**src/rtl/uart_pkg.sv**
```systemverilog
// Shared UART receive definitions: rx state encoding, word-length codes and
// LSR bit positions used by the register block.
package uart_pkg;

    typedef enum logic [2:0] {
        RX_IDLE,
        RX_START,
        RX_DATA,
        RX_PARITY,
        RX_STOP,
        RX_BREAK_WAIT
    } rx_state_e;

    localparam logic [1:0] WLS_5 = 2'b00;
    localparam logic [1:0] WLS_6 = 2'b01;
    localparam logic [1:0] WLS_7 = 2'b10;
    localparam logic [1:0] WLS_8 = 2'b11;

    localparam int LSR_DR   = 0;
    localparam int LSR_OE   = 1;
    localparam int LSR_PE   = 2;
    localparam int LSR_FE   = 3;
    localparam int LSR_BI   = 4;
    localparam int LSR_THRE = 5;
    localparam int LSR_TEMT = 6;
    localparam int LSR_ERR  = 7;

    // Index of the final data bit for a word-length code (5..8 bits).
    function automatic logic [2:0] last_bit_idx(input logic [1:0] wls);
        return {1'b0, wls} + 3'd4;
    endfunction

endpackage

```
**src/rtl/uart_rx_fifo.sv**
```systemverilog
// Synchronous first-word-fall-through receive FIFO with flush, occupancy
// count and an overflow strobe for pushes that find it full.
module uart_rx_fifo
    import uart_pkg::*;
#(
    parameter int DEPTH = 32,
    parameter int W     = 8
) (
    input  logic         clk,
    input  logic         rst,
    input  logic         clr_i,
    input  logic         push_i,
    input  logic [W-1:0] data_i,
    input  logic         pop_i,
    output logic [W-1:0] data_o,
    output logic [6:0]   count_o,
    output logic         full_o,
    output logic         empty_o,
    output logic         overflow_o
);

    localparam int AW = $clog2(DEPTH);

    logic [W-1:0]  mem_q [DEPTH];
    logic [AW-1:0] wr_ptr_q, wr_ptr_d;
    logic [AW-1:0] rd_ptr_q, rd_ptr_d;
    logic [6:0]    cnt_q, cnt_d;
    logic          do_push, do_pop, wr_en;

    always_comb begin
        empty_o    = (cnt_q == 7'd0);
        full_o     = (cnt_q == 7'(DEPTH));
        do_pop     = pop_i && !empty_o;
        // A pop in the same cycle frees the slot, so a full FIFO still accepts.
        do_push    = push_i && (!full_o || do_pop);
        overflow_o = push_i && full_o && !do_pop && !clr_i;
        wr_en      = do_push && !clr_i;
        wr_ptr_d   = wr_ptr_q;
        rd_ptr_d   = rd_ptr_q;
        cnt_d      = cnt_q;
        if (clr_i) begin
            wr_ptr_d = '0;
            rd_ptr_d = '0;
            cnt_d    = '0;
        end else begin
            if (do_push) wr_ptr_d = wr_ptr_q + AW'(1);
            if (do_pop)  rd_ptr_d = rd_ptr_q + AW'(1);
            cnt_d = cnt_q + 7'(do_push) - 7'(do_pop);
        end
    end

    always_ff @(posedge clk or posedge rst) begin
        if (rst) begin
            wr_ptr_q <= '0;
            rd_ptr_q <= '0;
            cnt_q    <= '0;
        end else begin
            wr_ptr_q <= wr_ptr_d;
            rd_ptr_q <= rd_ptr_d;
            cnt_q    <= cnt_d;
        end
    end

    always_ff @(posedge clk) begin
        if (wr_en) mem_q[wr_ptr_q] <= data_i;
    end

    assign data_o  = empty_o ? '0 : mem_q[rd_ptr_q];
    assign count_o = cnt_q;

endmodule

```
**src/rtl/uart_rx_deser.sv**
```systemverilog
// UART receive deserializer: 16x oversampling frame decoder, receive FIFO,
// sticky line-status flags and character timeout. Define UART_RX_PARITY_EN to build parity support.
module uart_rx_deser
    import uart_pkg::*;
#(
    parameter int FIFO_DEPTH    = 32,
    parameter int TIMEOUT_TICKS = 640
) (
    input  logic        CLK_I,
    input  logic        RST_I,
    input  logic        RX_I,
    input  logic [15:0] DIVISOR_I,
    input  logic [1:0]  WLS_I,
    input  logic        PEN_I,
    input  logic        EPS_I,
    input  logic        FIFO_CLR_I,
    input  logic        POP_I,
    input  logic        ERR_CLR_I,
    output logic [7:0]  DATA_O,
    output logic        VALID_O,
    output logic [6:0]  COUNT_O,
    output logic        OE_O,
    output logic        PE_O,
    output logic        FE_O,
    output logic        BI_O,
    output logic        TIMEOUT_O
);

    localparam int              TO_W   = $clog2(TIMEOUT_TICKS + 1);
    localparam logic [TO_W-1:0] TO_MAX = TO_W'(TIMEOUT_TICKS);

    logic            sync1_q, sync2_q, rx_prev_q, rx_s;
    logic [15:0]     div_cnt_q, div_cnt_d, div_last_q, div_eff;
    logic            tick;
    rx_state_e       state_q, state_d;
    logic [3:0]      tick_cnt_q, tick_cnt_d;
    logic [2:0]      bit_cnt_q, bit_cnt_d;
    logic [7:0]      shift_q, shift_d;
    logic            par_bit_q, par_bit_d;
    logic [1:0]      wls_q, wls_d;
    logic            pen_q, pen_d, eps_q, eps_d, pen_in;
    logic            push_req, pe_set, fe_set, bi_set, mid_bit;
    logic            oe_q, oe_d, pe_q, pe_d, fe_q, fe_d, bi_q, bi_d;
    logic [TO_W-1:0] to_cnt_q, to_cnt_d;
    logic            fifo_empty, fifo_full, fifo_ovf;

`ifdef UART_RX_PARITY_EN
    assign pen_in = PEN_I;
`else
    logic unused_pen;
    assign pen_in     = 1'b0;
    assign unused_pen = PEN_I;
`endif

    assign rx_s = sync2_q;

    always_comb begin
        div_eff   = (DIVISOR_I == 16'd0) ? 16'd1 : DIVISOR_I;
        tick      = 1'b0;
        div_cnt_d = div_cnt_q + 16'd1;
        if (DIVISOR_I != div_last_q) begin
            div_cnt_d = '0;
        end else if (div_cnt_q >= div_eff - 16'd1) begin
            tick      = 1'b1;
            div_cnt_d = '0;
        end
    end

    always_comb begin
        state_d    = state_q;
        tick_cnt_d = tick_cnt_q;
        bit_cnt_d  = bit_cnt_q;
        shift_d    = shift_q;
        par_bit_d  = par_bit_q;
        wls_d      = wls_q;
        pen_d      = pen_q;
        eps_d      = eps_q;
        push_req   = 1'b0;
        pe_set     = 1'b0;
        fe_set     = 1'b0;
        bi_set     = 1'b0;
        mid_bit    = tick && (tick_cnt_q == 4'd15);
        unique case (state_q)
            RX_IDLE: begin
                if (rx_prev_q && !rx_s) begin
                    state_d    = RX_START;
                    tick_cnt_d = '0;
                    wls_d      = WLS_I;
                    pen_d      = pen_in;
                    eps_d      = EPS_I;
                end
            end
            RX_START: begin
                if (tick) begin
                    tick_cnt_d = tick_cnt_q + 4'd1;
                    if (tick_cnt_q == 4'd7) begin
                        tick_cnt_d = '0;
                        bit_cnt_d  = '0;
                        shift_d    = '0;
                        par_bit_d  = 1'b0;
                        state_d    = rx_s ? RX_IDLE : RX_DATA;
                    end
                end
            end
            RX_DATA: begin
                if (tick) tick_cnt_d = tick_cnt_q + 4'd1;
                if (mid_bit) begin
                    shift_d[bit_cnt_q] = rx_s;
                    bit_cnt_d          = bit_cnt_q + 3'd1;
                    if (bit_cnt_q == last_bit_idx(wls_q))
                        state_d = pen_q ? RX_PARITY : RX_STOP;
                end
            end
            RX_PARITY: begin
                if (tick) tick_cnt_d = tick_cnt_q + 4'd1;
                if (mid_bit) begin
                    par_bit_d = rx_s;
                    // Parity error when data^parity disagrees with the selected sense.
                    pe_set    = (((^shift_q) ^ rx_s) == eps_q);
                    state_d   = RX_STOP;
                end
            end
            RX_STOP: begin
                if (tick) tick_cnt_d = tick_cnt_q + 4'd1;
                if (mid_bit) begin
                    push_req = 1'b1;
                    state_d  = RX_IDLE;
                    if (!rx_s) begin
                        fe_set = 1'b1;
                        if (shift_q == 8'd0 && !par_bit_q) begin
                            bi_set  = 1'b1;
                            state_d = RX_BREAK_WAIT;
                        end
                    end
                end
            end
            RX_BREAK_WAIT: begin
                if (rx_s) state_d = RX_IDLE;
            end
            default: state_d = RX_IDLE;
        endcase
    end

    // Sticky flags: a set arriving with the clear takes precedence.
    always_comb begin
        oe_d = (oe_q & ~ERR_CLR_I) | fifo_ovf;
        pe_d = (pe_q & ~ERR_CLR_I) | pe_set;
        fe_d = (fe_q & ~ERR_CLR_I) | fe_set;
        bi_d = (bi_q & ~ERR_CLR_I) | bi_set;
    end

    always_comb begin
        to_cnt_d = to_cnt_q;
        if (FIFO_CLR_I || push_req || POP_I || fifo_empty)
            to_cnt_d = '0;
        else if (tick && to_cnt_q != TO_MAX)
            to_cnt_d = to_cnt_q + TO_W'(1);
    end

    always_ff @(posedge CLK_I or posedge RST_I) begin
        if (RST_I) begin
            sync1_q    <= 1'b1;
            sync2_q    <= 1'b1;
            rx_prev_q  <= 1'b1;
            div_cnt_q  <= '0;
            div_last_q <= '0;
            state_q    <= RX_IDLE;
            tick_cnt_q <= '0;
            bit_cnt_q  <= '0;
            shift_q    <= '0;
            par_bit_q  <= 1'b0;
            wls_q      <= WLS_8;
            pen_q      <= 1'b0;
            eps_q      <= 1'b0;
            oe_q       <= 1'b0;
            pe_q       <= 1'b0;
            fe_q       <= 1'b0;
            bi_q       <= 1'b0;
            to_cnt_q   <= '0;
        end else begin
            sync1_q    <= RX_I;
            sync2_q    <= sync1_q;
            rx_prev_q  <= sync2_q;
            div_cnt_q  <= div_cnt_d;
            div_last_q <= DIVISOR_I;
            state_q    <= state_d;
            tick_cnt_q <= tick_cnt_d;
            bit_cnt_q  <= bit_cnt_d;
            shift_q    <= shift_d;
            par_bit_q  <= par_bit_d;
            wls_q      <= wls_d;
            pen_q      <= pen_d;
            eps_q      <= eps_d;
            oe_q       <= oe_d;
            pe_q       <= pe_d;
            fe_q       <= fe_d;
            bi_q       <= bi_d;
            to_cnt_q   <= to_cnt_d;
        end
    end

    uart_rx_fifo #(
        .DEPTH (FIFO_DEPTH),
        .W     (8)
    ) u_fifo (
        .clk        (CLK_I),
        .rst        (RST_I),
        .clr_i      (FIFO_CLR_I),
        .push_i     (push_req),
        .data_i     (shift_q),
        .pop_i      (POP_I),
        .data_o     (DATA_O),
        .count_o    (COUNT_O),
        .full_o     (fifo_full),
        .empty_o    (fifo_empty),
        .overflow_o (fifo_ovf)
    );

    logic unused_full;
    assign unused_full = fifo_full;

    assign VALID_O   = !fifo_empty;
    assign OE_O      = oe_q;
    assign PE_O      = pe_q;
    assign FE_O      = fe_q;
    assign BI_O      = bi_q;
    assign TIMEOUT_O = (to_cnt_q == TO_MAX);

endmodule

```
**config.mk**
```make
export PLATFORM = sky130hd
export DESIGN_NAME = uart_rx_deser
export DESIGN_NICKNAME = d
export VERILOG_FILES = /design/src/rtl/uart_pkg.sv /design/src/rtl/uart_rx_fifo.sv /design/src/rtl/uart_rx_deser.sv
export SDC_FILE = /design/constraint.sdc
export NUM_CORES = 1
export LEC_CHECK = 0
export ABC_AREA = 1
export BUFFER_PORTS_ARGS = -buffer_cell sky130_fd_sc_hd__buf_2
export CAP_MARGIN = 20
export CORE_AREA = 2 2 244 150
export DETAILED_ROUTE_END_ITERATION = 8
export DIE_AREA = 0 0 246 152
export PLACE_DENSITY_LB_ADDON = 0.12
export SETUP_SLACK_MARGIN = 0.15
export SLEW_MARGIN = 20
export SYNTH_ARGS = -nofsm -noshare
export SYNTH_HDL_FRONTEND = slang
export SYNTH_SLANG_ARGS = --single-unit
```
**constraint.sdc**
```tcl
create_clock -name CLK_I -period 8.5 [get_ports CLK_I]
set_clock_uncertainty 0.2 [all_clocks]
set_input_delay 0.85 -clock CLK_I [delete_from_list [all_inputs] [get_ports CLK_I]]
set_output_delay 0.85 -clock CLK_I [all_outputs]
set_load 0.1 [all_outputs]
```
* Word level (Yosys, flattened, before mapping)
Memory sizes are Yosys's and may differ from the RTL's. Cells that the tools add are included.
Word-level totals: flip-flop bits (word level) 88, RAM bits 256, logic and storage cells 162, memories 1
Memory list:
- u_fifo.mem_q | depth 32, width 8, read ports 1, clocked after Yosys merged registers in 0, wr ports 1, line uart_rx_fifo.sv:24 | logic [W-1:0] mem_q [DEPTH];
Cells by class: $add $sub $neg 10, $lt $le $gt $ge 3, eq/ne operators 22, multiplexer cells 58, bitwise logic cells 10, reduce and logical (&&, ||, !) cells 38
Operators by type and width (number):
- $mux 16 | 3
- $mux 3 | 13
- $mux 8 | 4
- $mux 10 | 2
- $mux 5 | 4
- $mux 1 | 19
- $pmux 3 s6 | 1
- $add 16x1->16 const B | 1
- $ge 16x16->1 | 1
- $logic_not 16->1 | 1
- $mux 4 | 4
- $ne 16x16->1 | 1
- $ne 2x2->1 const B | 8
- $pmux 8 s2 | 1
- $sub 16x1->16 const B | 1
- $pmux 4 s3 | 1
- $reduce_and 4->1 | 3
- $logic_and 1x1->1 | 11
- $add 10x1->10 const B | 1
- $add 5x1->5 const B | 2
- $eq 10x10->1 const B | 1
- $ne 10x10->1 const B | 1
- $reduce_bool 2->1 | 5
- $bwmux 8 | 1
- other kinds (35) | 51

* Logic depth before layout (Yosys ltp)
Gate-level depths: netlist of the first run.
word-level depth 13, mapped depth 34, gate-level depth less buffers 34

* Hierarchy
Synthesis of the first run repeated with hierarchy kept, for this count alone.
Second synthesis, totals: cells, all modules 1711, area, all modules 16462.0 µm²
By module, submodules not included:
- uart_rx_fifo | times used 1, cells an instance 1146, area an instance 11985.2 µm²
- uart_rx_deser | times used 1, cells an instance 565, area an instance 4476.8 µm²

* Worst setup path before layout of the first run
No wires, ideal clock.
kind reg-to-output, start register u_fifo.cnt_q[2], in the netlist u_fifo.count_o[2], end output port DATA_O[0], arrival time 3.988 ns, required time 7.450 ns, slack 3.462 ns, stages on the path, launching flop included 9, buffers on the path 1, path through dfrtp_1 -> inv_1 -> ha_1 -> nand3_1 -> inv_1 -> nand3_1 -> clkbuf_1 -> o21ai_0 -> nor2_1
On the way: word-level cells in the longest chain between the ends 2
Ends and longest elaborated chain:
- start: declaration | line uart_rx_fifo.sv:27 | logic [6:0] cnt_q, cnt_d;
- start signal: assignment | line uart_rx_fifo.sv:60 | cnt_q <= cnt_d;
- $logic_not 7->1 | line uart_rx_fifo.sv:31 | empty_o = (cnt_q == 7'd0);
- $mux 8 | line uart_rx_fifo.sv:68 | assign data_o = empty_o ? '0 : mem_q[rd_ptr_q];
- end: declaration | line uart_rx_deser.sv:19 | output logic [7:0] DATA_O,
Every way passes these cells.

* Worst setup path in the final report of the first run
start register u_fifo.rd_ptr_q[0], end output port DATA_O[4]
On the way: word-level cells in the longest chain between the ends 2
Ends and longest elaborated chain:
- start: declaration | line uart_rx_fifo.sv:26 | logic [AW-1:0] rd_ptr_q, rd_ptr_d;
- start signal: assignment | line uart_rx_fifo.sv:59 | rd_ptr_q <= rd_ptr_d;
- $mem_v2 32x8
- $mux 8 | line uart_rx_fifo.sv:68
Every way passes these cells.

==> summary.md, run 1 <==
| Metric | Value |
|---|---|
| Net Switching | `1573 uW` |
| GRT overflow | `0` |
| Die outline width | `246 um` |
| Int Power | `2958 uW` |
| Hold Buf Count CTS | `0` |
| Max_cap viols | `0` |
| Hold Slack | `78.21 ps` |
| Fraction of synthesis flops using an asynchronous set or reset pin | `0.2558` |
| Layout cell share with drive strength beyond 1 | `0.09073` |
| Largest net degree at the start of global routing | `85` |
| Core Region | `35470 sq um` |
| Clk_lat worst skew | `540 ps` |
| CTS tree | `built` |
| Slowest CP cell | `dfrtp_4` |
| Post-Synth XOR/XNOR Area | `0.02639` |
| Most used DFF post-synth | `edfxtp_1` |
| Clock root buffer | `clkbuf_16` |
| Sw frac | `0.3472` |
| Worst Slack Setup Final | `3493 ps` |
| Final worst path period share | `0.5891` |
| Final setup viols | `0` |
| Post-Synth Adder-Cell Area | `0.03417` |
| Pwr per Cell Area | `261.0 nW/um^2` |
| Synth Area in Compound Gates | `0.1067` |
| Clock Sinks | `344` |
| CP max stage delay | `680 ps` |
| Area Overhead vs Synth | `11.30%` |
| DRT antenna net count | `0` |
| Final min period | `5007 ps` |
| NumNets Final | `1564` |
| DRT iter0 DRCs | `1057` |
| Commonest non-fill, non-tap cell in the layout | `edfxtp_1` |
| Combinational family with the most area after synthesis | `simple AND/OR/NAND/NOR gates` |
| Cells along the critical path | `clkinv_2 -> buf_4 -> o21ai_0 -> o22ai_1 -> nand2_1 -> nand2_1 -> a21oi_1 -> o21ai_0 -> and3_1 -> buf_2` |
| Syn Area/Cell | `10.68 sq um` |
| IO Pins | `47` |
| Synth Area in Simple Gates | `0.1559` |
| Synthesized cell area | `15600 sq um` |
| Clock share of power | `0.329` |
| Leading area contributor after synthesis | `edfxtp_1` |
| Fmax | `0.1997 GHz` |
| RSZ-0062 raised after global routing | `no` |
| Reg clk slew, reported paths | `60 ps` |
| CTS Buf Count | `35` |
| Gpl congestion | `0.8320` |
| Slew Viols, Final | `0` |
| Pre-CTS setup slack | `2948 ps` |
| ANT cells | `0` |
| Post-route DRC | `0` |
| Clock Path Buffers | `3` |
| Total GRT Usage | `0.2080` |
| Combinational group share of total power | `0.250` |
| Most frequent cells in the layout | `edfxtp_1 (256), nor2_1 (239), nand2_1 (189), o21ai_0 (175), inv_1 (94)` |
| Yosys top cell area share | `0.4929` |
| Ranking of synthesized cells by area | `edfxtp_1 (49%), dfrtp_1 (13%), nor2_1 (5.8%)` |
| Die area | `37390 sq um` |
| Chip Height | `152 um` |
| Crit path required time | `7450 ps` |
| Post-Synthesis Cells | `1460` |
| Routed wire length | `37.99 mm` |
| EDFF count, synth | `256` |
| H-tree depth | `2` |
| First-pass GRT wire length | `59.73 mm` |
| Port buffer count | `45` |
| Worst vdd ir | `0.1660 mV` |
| Synth Net Count | `1528` |
| CP arrival | `3960 ps` |
| Synth Warn # | `0` |
| #FFs+latches synth | `344` |
| Status | `finished clean` |
| Seq pwr share | `0.421` |
| Multiplexer share of the synthesized area | `0.001444` |
| Worst slew pin tran | `1038 ps` |
| Critical path class | `flop to output pin` |
| Vias post-DR | `10700` |
| Worst slew margin | `0.3045` |
| Sequential fraction of the synthesis area | `0.6344` |
| Initial antenna violation count | `0` |
| Final Hold Viols | `0` |
| Post-CTS sizing | `0` |
| Worst setup EP type | `output pin` |
| Hold Path Class | `input port to asynchronous set/reset pin` |
| Cell variety after synth | `46` |
| DR pass1 iterations | `5` |
| Largest fanout on the critical path | `56` |
| TNS Setup | `0 ps` |
| Starting Density | `0.4397` |
| Static leakage | `0.006922 uW` |
| Number of global-route vias before repair | `9935` |
| Post-DP HPWL | `23.65 mm` |
| Crit path launch type | `flop` |
| Post-CTS setup buffer count | `0` |
| Cell Rows | `54` |
| Wire length per cell | `19.02 um` |
| Number of vias per cell | `5.360` |
[worst max-delay path: cells and delay by family (launching register included)]
kind                   cells  cell delay (ps)
buffers and inverters      3             1540
AOI/OAI and AO/OA          4              750
DFF                        1              680
and+or+nand+nor            3              400
[path summary, 6_finish.rpt]
check | startpoint | end | slack, ps | cells after the start
min reg2reg | sync1_q$_DFF_PP1_ | rx_s$_DFF_PP1_ | 160 | 0
min | RST_I | div_cnt_q[2]$_DFF_PP0_ | 80 | 2
min in group CLK_I | sync1_q$_DFF_PP1_ | rx_s$_DFF_PP1_ | 160 | 0
max reg2reg | u_fifo.count_o[3]$_DFF_PP0_ | u_fifo.count_o[6]$_DFF_PP0_ | 4870 | 21
max | u_fifo.rd_ptr_q[0]$_DFFE_PP0P_ | DATA_O[4] | 3490 | 10
max in group asynchronous | RST_I | u_fifo.rd_ptr_q[0]$_DFFE_PP0P_ | 6760 | 3
[cells by family (layout without fill, tap and decap cells)]
kind of cell / Yosys count / count (layout)
AND/OR/NAND/NOR: 563 / 563
flip-flops: 344 / 344
AO/OA/AOI/OAI: 297 / 297
buffers and inverters: 165 / 226
XOR/XNOR: 47 / 47
adder cells (fa/ha/maj): 42 / 42
multiplexers: 2 / 2
[routing by layer]
| metal | vias to the layer above | part of all wire | global-route usage |
|---|---|---|---|
| li1 | 5200 | - | - |
| met5 | - | 0 | 0 |
| met1 | 5156 | 0.53 | 0.3534 |
| met2 | 292 | 0.39 | 0.2682 |
| met4 | 0 | 0.017 | 0.04618 |
| met3 | 56 | 0.065 | 0.03745 |
[cell usage after synthesis (7+ instances only)]
cell        n
dfrtp_1    83
nand4_1    25
o22ai_1    47
nor3_1     16
ha_1       41
buf_2      12
xor2_1     25
o21ai_0   175
edfxtp_1  256
o21ai_1     7
nand3_1    61
clkbuf_1   48
nand2_1   189
nor2_1    239
xnor2_1    22
o221ai_1   19
a21oi_1    31
inv_1      97
[registers in the layout, summed over array words and instances (netlist names), 2 cells and up]
| signal | flops |
|---|---|
| tick_cnt_q | 4 |
| u_fifo.rd_ptr_q | 5 |
| wls_q | 2 |
| shift_q | 8 |
| state_q | 3 |
| u_fifo.wr_ptr_q | 5 |
| u_fifo.count_o | 7 |
| div_cnt_q | 16 |
| to_cnt_q | 10 |
| u_fifo.mem_q | 256 |
| div_last_q | 16 |
| bit_cnt_q | 3 |
[metrics by stage]
step | instance area, sq um | power, uW | util | std cells
floorplan | 15600 | 2789 | - | 1460
global placement | 16300 | 3067 | 0.4594 | 1935
detailed placement | 16300 | 3071 | 0.4594 | 1935
CTS | 17360 | 4556 | 0.4894 | 1997
global route | 17360 | 4741 | 0.4894 | 1997
finish | 17360 | 4531 | 0.4894 | 1997
[area by class of cell]
| cell class | instances | area, sq um |
|---|---|---|
| timing repair buffer | 61 | 345.3 |
| multi-input combinational | 951 | 5064 |
| fill | 3246 | 18110 |
| sequential | 344 | 9901 |
| clock inverter | 16 | 137.6 |
| clock buffer | 46 | 927.1 |
| tap | 476 | 595.6 |
| inverter | 103 | 390.4 |
[power groups by stage]
stage | logic, uW | clock network, uW | registers (uW)
after CTS | 1130 | 1520 | 1910
after detailed placement | 1130 | 0 | 1940
final | 1130 | 1490 | 1910
after global placement | 1130 | 0 | 1940
after global routing | 1240 | 1590 | 1910
after floorplan | 772 | 0 | 2020
(Power assumes the default switching activity.)
==> run 2: changes to the inputs <==
- clock period: 8.5 -> 4.63 ns (I/O delays scaled with it)
==> run 2 against run 1 <==
  * Sequential share of layout area decreased by 2.8 points
  * Critical path depth increased by 18
  * Sequential power increased by 83%
  * Critical endpoint is now u_fifo.count_o[6]$_DFF_PP0_
  * Largest power group unchanged
==> summary.md, run 2 (same netlist as run 1, synthesis figures left out) <==
| Metric | Value |
|---|---|
| Total GRT Usage | `0.2129 (was 0.2080)` |
| DRT iter0 DRCs | `977 (was 1057)` |
| Biggest register | `u_fifo.mem_q (unchanged)` |
| Crit path launch | `DIVISOR_I[3] (was u_fifo.rd_ptr_q[0]$_DFFE_PP0P_)` |
| DR pass1 iterations | `5 (unchanged)` |
| Status | `finished clean (unchanged)` |
| End of the worst register-to-register path | `u_fifo.count_o[6]$_DFF_PP0_ (unchanged)` |
| Die outline width | `246 um (unchanged)` |
| Fmax | `0.2364 GHz` |
| Port buffer count | `45 (unchanged)` |
| Crit path required time | `4840 ps (was 7450 ps)` |
| Number of vias per cell | `5.317 (was 5.360)` |
| Crit path buffers/inverters | `6 (was 3)` |
| Routed wire length | `39.68 mm (was 37.99 mm)` |
| CP max stage delay | `560 ps (was 680 ps)` |
| Largest regs | `u_fifo.mem_q x256, div_cnt_q x16, div_last_q x16 (unchanged)` |
| Top delay family on crit path | `simple AND/OR/NAND/NOR gates (was buffers and inverters)` |
| CP endpoint | `u_fifo.count_o[6]$_DFF_PP0_ (was DATA_O[4])` |
| Pwr per Cell Area | `458.9 nW/um^2 (was 261.0 nW/um^2)` |
| CP arrival | `4440 ps (was 3960 ps)` |
| Clock root buffer | `clkbuf_16 (unchanged)` |
| Clock Path Buffers | `3 (unchanged)` |
| Commonest non-fill, non-tap cell in the layout | `edfxtp_1 (unchanged)` |
| Area after DPL | `16790 sq um (was 16300 sq um)` |
| Largest fanout on the critical path | `5 (was 56)` |
| Worst slew margin | `0.3360 (was 0.3045)` |
| FF-to-FF path depth | `21 (unchanged)` |
| CTS tree | `built (unchanged)` |
| Slew Viols, Final | `0 (unchanged)` |
| Post-route DRC | `0 (unchanged)` |
| Most frequent cells in the layout | `edfxtp_1 (256), nor2_1 (234), nand2_1 (187), o21ai_0 (174), inv_1 (93) (was edfxtp_1 (256), nor2_1 (239), nand2_1 (189), o21ai_0 (175), inv_1 (94))` |
| ANT cells | `0 (unchanged)` |
| Static leakage | `0.007289 uW (was 0.006922 uW)` |
| Worst r2r src | `u_fifo.count_o[2]$_DFF_PP0_ (was u_fifo.count_o[3]$_DFF_PP0_)` |
| Gpl congestion | `0.8572 (was 0.8320)` |
| First-pass GRT wire length | `61.10 mm (was 59.73 mm)` |
| Reg clk slew, reported paths | `60 ps (about the same)` |
| Stages on worst setup path | `28 (was 10)` |
| Layout cell share with drive strength beyond 1 | `0.1416 (was 0.09073)` |
| Number of flip-flops in the largest register | `256 (unchanged)` |
| Die area | `37390 sq um (unchanged)` |
| Final worst path period share | `0.9136` |
| Number of global-route vias before repair | `10260 (was 9935)` |
| Hold Path Class | `input port to flop (was input port to asynchronous set/reset pin)` |
| Wire length per cell | `19.02 um (about the same)` |
| DRT antenna net count | `0 (unchanged)` |
| Crit path launch type | `input port (was flop)` |
| Cell Rows | `54 (unchanged)` |
| Final setup viols | `0 (unchanged)` |
| Post-DP HPWL | `25.17 mm (was 23.65 mm)` |
| Critical path class | `input port to flop (was flop to output pin)` |
| Most frequent CP cell | `nor2_1` |
| Finished Cell Area | `18260 sq um (was 17360 sq um)` |
| H-tree depth | `2 (unchanged)` |
| Slowest CP cell | `dlygate4sd3_1 (was dfrtp_4)` |
| Largest net degree at the start of global routing | `67 (was 85)` |
| Chip Height | `152 um (unchanged)` |
| GRT overflow | `0 (unchanged)` |
| Starting Density | `0.4397 (unchanged)` |
| CTS Buf Count | `36 (was 35)` |
| NumNets Final | `1651 (was 1564)` |
| Worst setup EP type | `flop (was output pin)` |
| Worst slew pin tran | `992.4 ps (was 1038 ps)` |
| Reg2Reg Setup Slack | `980 ps (was 4870 ps)` |
| Area Overhead vs Synth | `17.09% (was 11.30%)` |
| IO Pins | `47 (unchanged)` |
| Initial antenna violation count | `0 (unchanged)` |
| TNS Setup | `0 ps (unchanged)` |
| Clock Sinks | `344 (unchanged)` |
| RSZ-0062 raised after global routing | `no (unchanged)` |
| Final min period | `4230 ps` |
| Worst vdd ir | `0.2537 mV (was 0.1660 mV)` |
| Clk_lat worst skew | `530 ps (was 540 ps)` |
| Final Hold Viols | `0 (unchanged)` |
| Max_cap viols | `0 (unchanged)` |
| Core Region | `35470 sq um (unchanged)` |
| Vias post-DR | `11090 (was 10700)` |
## run 2: cell types whose count changed in the layout (fill, tap and decap cells not counted), sizes merged
cell,before,now
clkbuf,46,50
bufinv,2,3
inv,103,102
clkinv,14,10
clkinvlp,0,3
dlygate4sd3,0,22
buf,61,125
## run 2: worst min-delay path by stage
stage | from | to | cells past startpoint
3_3_place_gp | sync1_q$_DFF_PP1_ | rx_s$_DFF_PP1_ | 0
4_1_cts | FIFO_CLR_I | u_fifo.count_o[0]$_DFF_PP0_ | 2
2_1_floorplan | sync1_q$_DFF_PP1_ | rx_s$_DFF_PP1_ | 0
3_5_place_dp | sync1_q$_DFF_PP1_ | rx_s$_DFF_PP1_ | 0
6_report | FIFO_CLR_I | u_fifo.count_o[0]$_DFF_PP0_ | 2
5_1_grt | FIFO_CLR_I | u_fifo.count_o[0]$_DFF_PP0_ | 2
## run 2: layout make-up
| class | instances | area (sq um) |
|---|---|---|
| fill | 3149 | 17210 |
| clock inverter | 15 | 162.7 |
| timing repair buffer | 147 | 1062 |
| multi-input combinational | 951 | 5136 |
| sequential | 344 | 9901 |
| tap | 476 | 595.6 |
| clock buffer | 50 | 1015 |
| inverter | 103 | 390.4 |
## run 2: worst reg2reg max path: cells and delay by family, from the launching register on
kind,cells,cell delay (ps)
simple gates,9,1270
fa+ha+maj,4,950
buf+inv,5,470
flops,1,390
compound gates,3,260
## run 2: per-layer routing
metal / global-route usage / wire [um] / part of all wire
met2: 0.2769 / 15700 / 0.40
met3: 0.04716 / 2577 / 0.065
met1: 0.3531 / 20820 / 0.52
met4: 0.04820 / 581 / 0.015
met5: 0 / 0 / 0
## run 2: power by group
group	switching [uW]	internal, uW	total, uW
clock	1190	1710	2900
sequential	90.0	3400	3490
combinational	1470	520	1990
## run 2: metrics by stage
step | setup WS (ps) | utilization | instances | total power [uW] | hold slack [ps]
finish | 400.2 | 0.5149 | 2086 | 8381 | 99.00
global route | 151.8 | 0.5149 | 2086 | 8778 | 97.57
CTS | 187.6 | 0.5127 | 2085 | 8426 | 81.94
detailed placement | -69.24 | 0.4733 | 1998 | 5501 | 146.8
global placement | 6.253 | 0.4733 | 1998 | 5480 | 145.8
floorplan | 370.4 | - | 1460 | 4989 | 145.2
## run 2: repair_timing
action | 4_1_cts | 5_1_grt
setup buffers | 0 | 1
hold buffers | 22 | 0
gates resized for setup | 0 | 19
hold endpoints to repair | 78 | 0
endpoints found under the setup margin | 0 | 2
